<file path="config.mk">
export PLATFORM = sky130hd
export DESIGN_NAME = hex_display_ctrl
export DESIGN_NICKNAME = d
export VERILOG_FILES = /design/src/rtl/hex_display_ctrl.sv
export SDC_FILE = /design/constraint.sdc
export NUM_CORES = 1
export LEC_CHECK = 0
export CORE_UTILIZATION = 55
export DETAILED_ROUTE_END_ITERATION = 10
export HOLD_SLACK_MARGIN = 0.1
export PLACE_DENSITY = 0.88
export SETUP_SLACK_MARGIN = 0.5
export SLEW_MARGIN = 40
export SYNTH_ARGS = -nofsm -noshare
export SYNTH_HDL_FRONTEND = slang
export SYNTH_SLANG_ARGS = --single-unit
</file>
<file path="constraint.sdc">
create_clock -name clk -period 7.15 [get_ports clk]
set_input_delay 1.43 -clock clk [delete_from_list [all_inputs] [get_ports clk]]
set_output_delay 1.43 -clock clk [all_outputs]
set_load 0.05 [all_outputs]
</file>
<file path="src/rtl/hex_display_ctrl.sv">
// N-digit seven-segment controller on an Avalon-MM slave: per-digit raw/hex decode, blink, dp, global enable/blank.
// Define HEX_DISPLAY_BCD_EN to build the iterative double-dabble binary-to-BCD loader at address 0xD.
module hex_display_ctrl #(
    parameter int NUM_DIGITS = 6,
    parameter int CLK_HZ     = 50_000_000,
    parameter int BLINK_HZ   = 2,
    parameter int ACTIVE_LOW = 1,
    parameter int BIN_W      = 20
) (
    input  logic                    clk,
    input  logic                    reset,
    input  logic [3:0]              avs_address,
    input  logic                    avs_write,
    input  logic [31:0]             avs_writedata,
    input  logic                    avs_read,
    output logic [31:0]             avs_readdata,
    output logic [NUM_DIGITS*8-1:0] hex_out
);

    localparam int BLINK_DIV = CLK_HZ / (2 * BLINK_HZ);
    localparam int PW        = $clog2(BLINK_DIV) + 1;
    localparam logic [7:0] SEG_OFF = (ACTIVE_LOW != 0) ? 8'hFF : 8'h00;

    logic [10:0]             r_digit [NUM_DIGITS];
    logic [10:0]             w_digit_nxt [NUM_DIGITS];
    logic [1:0]              r_ctrl;
    logic [PW-1:0]           r_presc;
    logic                    r_phase;
    logic [31:0]             r_readdata;
    logic [31:0]             w_rdata;
    logic [NUM_DIGITS*8-1:0] r_hex;
    logic [NUM_DIGITS*8-1:0] w_hex;
    logic [7:0]              w_pat [NUM_DIGITS];
    logic                    w_busy;
    logic                    w_ovf;
    logic                    w_done;
    logic [4*NUM_DIGITS-1:0] w_bcd_nib;

    function automatic logic [6:0] seg7(input logic [3:0] n);
        logic [6:0] s;
        case (n)
            4'h0: s = 7'h3F;  4'h1: s = 7'h06;  4'h2: s = 7'h5B;  4'h3: s = 7'h4F;
            4'h4: s = 7'h66;  4'h5: s = 7'h6D;  4'h6: s = 7'h7D;  4'h7: s = 7'h07;
            4'h8: s = 7'h7F;  4'h9: s = 7'h6F;  4'hA: s = 7'h77;  4'hB: s = 7'h7C;
            4'hC: s = 7'h39;  4'hD: s = 7'h5E;  4'hE: s = 7'h79;  default: s = 7'h71;
        endcase
        return s;
    endfunction

    // Free-running blink prescaler; phase is shared by every digit.
    always_ff @(posedge clk or posedge reset) begin
        if (reset) begin
            r_presc <= '0;
            r_phase <= 1'b0;
        end else if (r_presc == PW'(BLINK_DIV - 1)) begin
            r_presc <= '0;
            r_phase <= ~r_phase;
        end else begin
            r_presc <= r_presc + 1'b1;
        end
    end

`ifdef HEX_DISPLAY_BCD_EN
    // One spare BCD digit above NUM_DIGITS always exists so overflow is visible.
    localparam int BCD_DIGITS = (BIN_W / 3 + 1 > NUM_DIGITS) ? BIN_W / 3 + 1 : NUM_DIGITS + 1;
    localparam int CW         = $clog2(BIN_W + 1);

    typedef enum logic [1:0] {S_IDLE, S_SHIFT, S_DONE} bcd_state_t;

    bcd_state_t              r_state;
    bcd_state_t              w_state_nxt;
    logic [BIN_W-1:0]        r_bin;
    logic [4*BCD_DIGITS-1:0] r_bcd;
    logic [4*BCD_DIGITS-1:0] w_bcd_adj;
    logic [CW-1:0]           r_cnt;
    logic                    r_ovf;
    logic                    w_load;
    logic                    w_unused;

    assign w_busy    = (r_state != S_IDLE);
    assign w_done    = (r_state == S_DONE);
    assign w_load    = avs_write && (avs_address == 4'hD) && !w_busy;
    assign w_ovf     = r_ovf;
    assign w_bcd_nib = r_bcd[4*NUM_DIGITS-1:0];
    assign w_unused  = &{1'b0, avs_writedata, w_bcd_adj[4*BCD_DIGITS-1]};

    always_ff @(posedge clk or posedge reset) begin
        if (reset) r_state <= S_IDLE;
        else       r_state <= w_state_nxt;
    end

    always_comb begin
        w_state_nxt = r_state;
        case (r_state)
            S_IDLE:  if (w_load) w_state_nxt = S_SHIFT;
            S_SHIFT: if (r_cnt == CW'(BIN_W - 1)) w_state_nxt = S_DONE;
            S_DONE:  w_state_nxt = S_IDLE;
            default: w_state_nxt = S_IDLE;
        endcase
    end

    always_comb begin
        w_bcd_adj = r_bcd;
        for (int d = 0; d < BCD_DIGITS; d++) begin
            if (r_bcd[4*d +: 4] >= 4'd5) w_bcd_adj[4*d +: 4] = r_bcd[4*d +: 4] + 4'd3;
        end
    end

    always_ff @(posedge clk or posedge reset) begin
        if (reset) begin
            r_bin <= '0;
            r_bcd <= '0;
            r_cnt <= '0;
            r_ovf <= 1'b0;
        end else if (w_load) begin
            r_bin <= avs_writedata[BIN_W-1:0];
            r_bcd <= '0;
            r_cnt <= '0;
            r_ovf <= 1'b0;
        end else if (r_state == S_SHIFT) begin
            {r_bcd, r_bin} <= {w_bcd_adj[4*BCD_DIGITS-2:0], r_bin, 1'b0};
            r_cnt          <= r_cnt + 1'b1;
        end else if (w_done) begin
            r_ovf <= |r_bcd[4*BCD_DIGITS-1:4*NUM_DIGITS];
        end
    end
`else
    localparam int BIN_W_UNUSED = BIN_W;
    logic w_unused;

    assign w_busy    = 1'b0;
    assign w_done    = 1'b0;
    assign w_ovf     = 1'b0;
    assign w_bcd_nib = '0;
    assign w_unused  = &{1'b0, avs_writedata};
`endif

    // A completing conversion overrides nibble/decode after any same-edge CPU write.
    always_comb begin
        for (int i = 0; i < NUM_DIGITS; i++) begin
            w_digit_nxt[i] = r_digit[i];
            if (avs_write && (avs_address == 4'(i))) w_digit_nxt[i] = avs_writedata[10:0];
            if (w_done) w_digit_nxt[i] = {w_digit_nxt[i][10:9], 1'b1, 4'h0, w_bcd_nib[4*i +: 4]};
        end
    end

    always_ff @(posedge clk or posedge reset) begin
        if (reset) begin
            for (int i = 0; i < NUM_DIGITS; i++) r_digit[i] <= '0;
            r_ctrl <= 2'b01;
        end else begin
            for (int i = 0; i < NUM_DIGITS; i++) r_digit[i] <= w_digit_nxt[i];
            if (avs_write && (avs_address == 4'hF)) r_ctrl <= avs_writedata[1:0];
        end
    end

    always_comb begin
        w_rdata = '0;
        for (int i = 0; i < NUM_DIGITS; i++) begin
            if (avs_address == 4'(i)) w_rdata[10:0] = r_digit[i];
        end
        if (avs_address == 4'hE) w_rdata[2:0] = {w_ovf, w_busy, r_phase};
        if (avs_address == 4'hF) w_rdata[1:0] = r_ctrl;
    end

    always_comb begin
        w_hex = '0;
        for (int i = 0; i < NUM_DIGITS; i++) begin
            w_pat[i] = r_digit[i][8] ? {r_digit[i][10], seg7(r_digit[i][3:0])} : r_digit[i][7:0];
            if (!r_ctrl[0] || r_ctrl[1] || (r_digit[i][9] && r_phase)) w_pat[i] = 8'h00;
            w_hex[8*i +: 8] = (ACTIVE_LOW != 0) ? ~w_pat[i] : w_pat[i];
        end
    end

    always_ff @(posedge clk or posedge reset) begin
        if (reset) begin
            r_readdata <= '0;
            r_hex      <= {NUM_DIGITS{SEG_OFF}};
        end else begin
            if (avs_read) r_readdata <= w_rdata;
            r_hex <= w_hex;
        end
    end

    assign avs_readdata = r_readdata;
    assign hex_out      = r_hex;

endmodule

</file>
==> impl_metrics.json <==
{
  "worstSkewPairLatency_ps": 430,
  "synth-xor-area-share_pct": 1.60,
  "final_area_sq_um": 9520,
  "met1_usage_pct": 37.4,
  "synth_top_cell_by_area": "dfrtp_1",
  "ys_types": 60,
  "grtUsageMet2_pct": 41.9,
  "yosysMostFrequentCell": "dfrtp_1",
  "syn_inst": 753,
  "yosys_warnings": 0,
  "tightest_slew_ps": 734,
  "row_count": 44,
  "ys_top_cells_by_area": "dfrtp_1, dfstp_2, mux2_1, ha_1, mux2i_1",
  "setup_ws_ps": 3490,
  "cts.path.max_buffers": 2,
  "critPathMaxFanout": 14,
  "syn-cell-area_sq_um": 8210,
  "portBuffers": 77,
  "ant_nets": 0,
  "synth-seq-area-share_pct": 47.4,
  "status": "finished clean",
  "max_freq_mhz": 273,
  "grt_max_degree": 109,
  "first_global_vias": 5822,
  "crit_path_max_incr_delay_ps": 920,
  "cts_tree": "done",
  "finalSetupViolCount": 0,
  "synth_compound_area_share_pct": 14.0,
  "synth_top_family_by_area": "multiplexers",
  "rsz0062_at_grt": "false",
  "drt_iter0_markers": 713,
  "path_clk_slew_ps": 60,
  "hold_viol": 0,
  "p_leak_nw": 4.06,
  "arrival_ps": 3970,
  "grt_first_pass_wirelength_um": 31200,
  "relSlewSlack_pct": 51.1,
  "overflow": 0,
  "dpl.hpwl_um": 12700,
  "path_class": "in -> reg",
  "tns_ps": 0,
  "placedInstanceArea_sq_um": 8970,
  "post_drt_wl_per_cell_um": 19.2,
  "slew_viol_final": 0,
  "drive_above_1_share_pct": 13.5,
  "grt_busiest_layer": "met2",
  "drc_errors": 0,
  "period_share_pct": 51.2,
  "syn_to_final_growth_pct": 16.0,
  "netlist_top_cells_count": "dfrtp_1, mux2_1, nand2_1, dfstp_2, a21oi_1",
  "finalPower_mw": 3.02,
  "die_y_um": 124,
  "endpoint_kind": "register",
  "fin_crit_ps": 3660,
  "die_w_um": 124,
  "coreArea_sq_um": 14500,
  "synth-simple-area-share_pct": 12.4,
  "synth_edf_count": 0,
  "cts_setup_buffers": 0,
  "gp_congestion": 0.878,
  "max-vdd-ir-drop_mv": 0.183,
  "vias_per_cell": 6.17,
  "crit_path_cell_trace": "clkdlybuf4s50_1 -> nand2b_1 -> nor3_2 -> nand2_1 -> mux2_1",
  "cts_inserted_buffers": 17,
  "syn_area_per_cell_sq_um": 10.9,
  "num-fill-cells": 1070,
  "ys.flop_type": "dfrtp_1",
  "slowest_stage": "clkdlybuf4s50_1",
  "required_ps": 7460,
  "ctsHoldBuffers": 0,
  "post_cts_resized": 0,
  "fin_nets": 879,
  "synth_mux_area_share_pct": 14.3,
  "grt_util_met3_pct": 5.91,
  "vias": 6198,
  "min_path_type": "reg -> reg",
  "p_per_area_nw_per_um2": 318,
  "io_pins": 120,
  "antenna_found_initial": 0,
  "async_flop_share_pct": 100,
  "htree_levels": 4,
  "first_pass_iters": 8,
  "numClockSinks": 153,
  "clk_root_buffer_cell": "clkbuf_16",
  "synthAdderAreaFrac_pct": 4.72,
  "maxCapViolations": 0,
  "ys_seq_elements": 153,
  "track_usage_pct": 27.3,
  "die-area_sq_um": 15400,
  "wl_um": 19300,
  "worst_setup_path_start_kind": "input port",
  "dp_slack_ps": 2970,
  "antennaDiodeCount": 0,
  "synth.top_cell.area_share_pct": 31.7,
  "start_util_pct": 56.5,
  "fin_skew_ps": 8.51
}
## stage by stage
| step | hold WS (ps) | utilization (%) | instances |
|---|---|---|---|
| floorplan | 443 | - | 773 |
| global placement | 471 | 61.6 | 972 |
| detailed placement | 471 | 61.7 | 973 |
| CTS | 488 | 65.6 | 1005 |
| global route | 505 | 65.5 | 1005 |
| finish | 487 | 65.5 | 1005 |
## placed cells by master (no fill, tap or decap), types with 6 or more instances in the layout
master / instances
a222oi_1: 15
nor3_1: 11
mux2_1: 63
mux2i_1: 24
clkdlybuf4s50_1: 75
clkbuf_16: 17
conb_1: 21
nand4_1: 10
o21ai_0: 31
a21oi_1: 39
nand2_1: 55
dfstp_2: 49
and3_1: 6
o211a_1: 12
xor2_1: 9
ha_1: 31
nor2b_1: 15
o211ai_1: 17
mux2_2: 16
o221ai_1: 13
nand3_1: 22
dfrtp_1: 104
a21boi_0: 8
or3_1: 7
xnor2_1: 6
inv_1: 30
a31oi_1: 7
nand2b_1: 11
nor2_1: 34
## metal layers
| metal | part of all wire, % | up-vias | wire (um) |
|---|---|---|---|
| met2 | 47 | 294 | 9100 |
| met3 | 7.1 | 47 | 1370 |
| met1 | 43 | 3052 | 8300 |
| met4 | 3.0 | 0 | 574 |
| li1 | - | 2805 | - |
| met5 | 0 | - | 0 |
## worst paths after layout
path	startpoint	to	slack (ps)	depth (start not counted)
setup / recovery	avs_address[1]	r_digit[40]	3490	5
hold reg to reg	r_presc[24]	r_presc[24]	490	1
min in group asynchronous	reset	r_presc[6]	1550	2
hold / removal	r_presc[24]	r_presc[24]	490	1
max in group asynchronous	reset	r_digit[24]	4560	3
setup reg to reg	r_presc[0]	r_phase	5040	6
## critical path, delay by kind of cell
family | cells | cell delay, ps
and+or+nand+nor | 3 | 1170
buffers and inverters | 1 | 920
muxes | 1 | 440
## kinds of logic after synthesis
group / after synthesis
AOI/OAI and AO/OA: 165
xor gates and xnor gates: 15
adders and majority gates: 31
buffers and inverters: 94
DFF: 153
muxes: 105
other: 1
and+or+nand+nor: 189
## registers in the layout (all words and copies together) (netlist names)
register,count
avs_readdata,11
hex_out,48
r_ctrl,2
r_digit,66
r_phase,1
r_presc,25
## final cells by class
cell class              instances  area (sq um)  area share, %
clock inverters                 7          68.8          0.723
multi-input cells             526          3940           41.4
well taps                     184           230           2.42
inverters                      31           124           1.30
repair buffers                 79           776           8.15
flip-flops and latches        153          3890           40.9
clock buffers                  25           495           5.20
## power by group
part	total [mW]	switching [mW]	internal [mW]
Combinational	0.889	0.537	0.351
Clock	0.861	0.347	0.514
Sequential	1.27	0.220	1.05
Note: power is estimated with default switching activity, not from simulation.
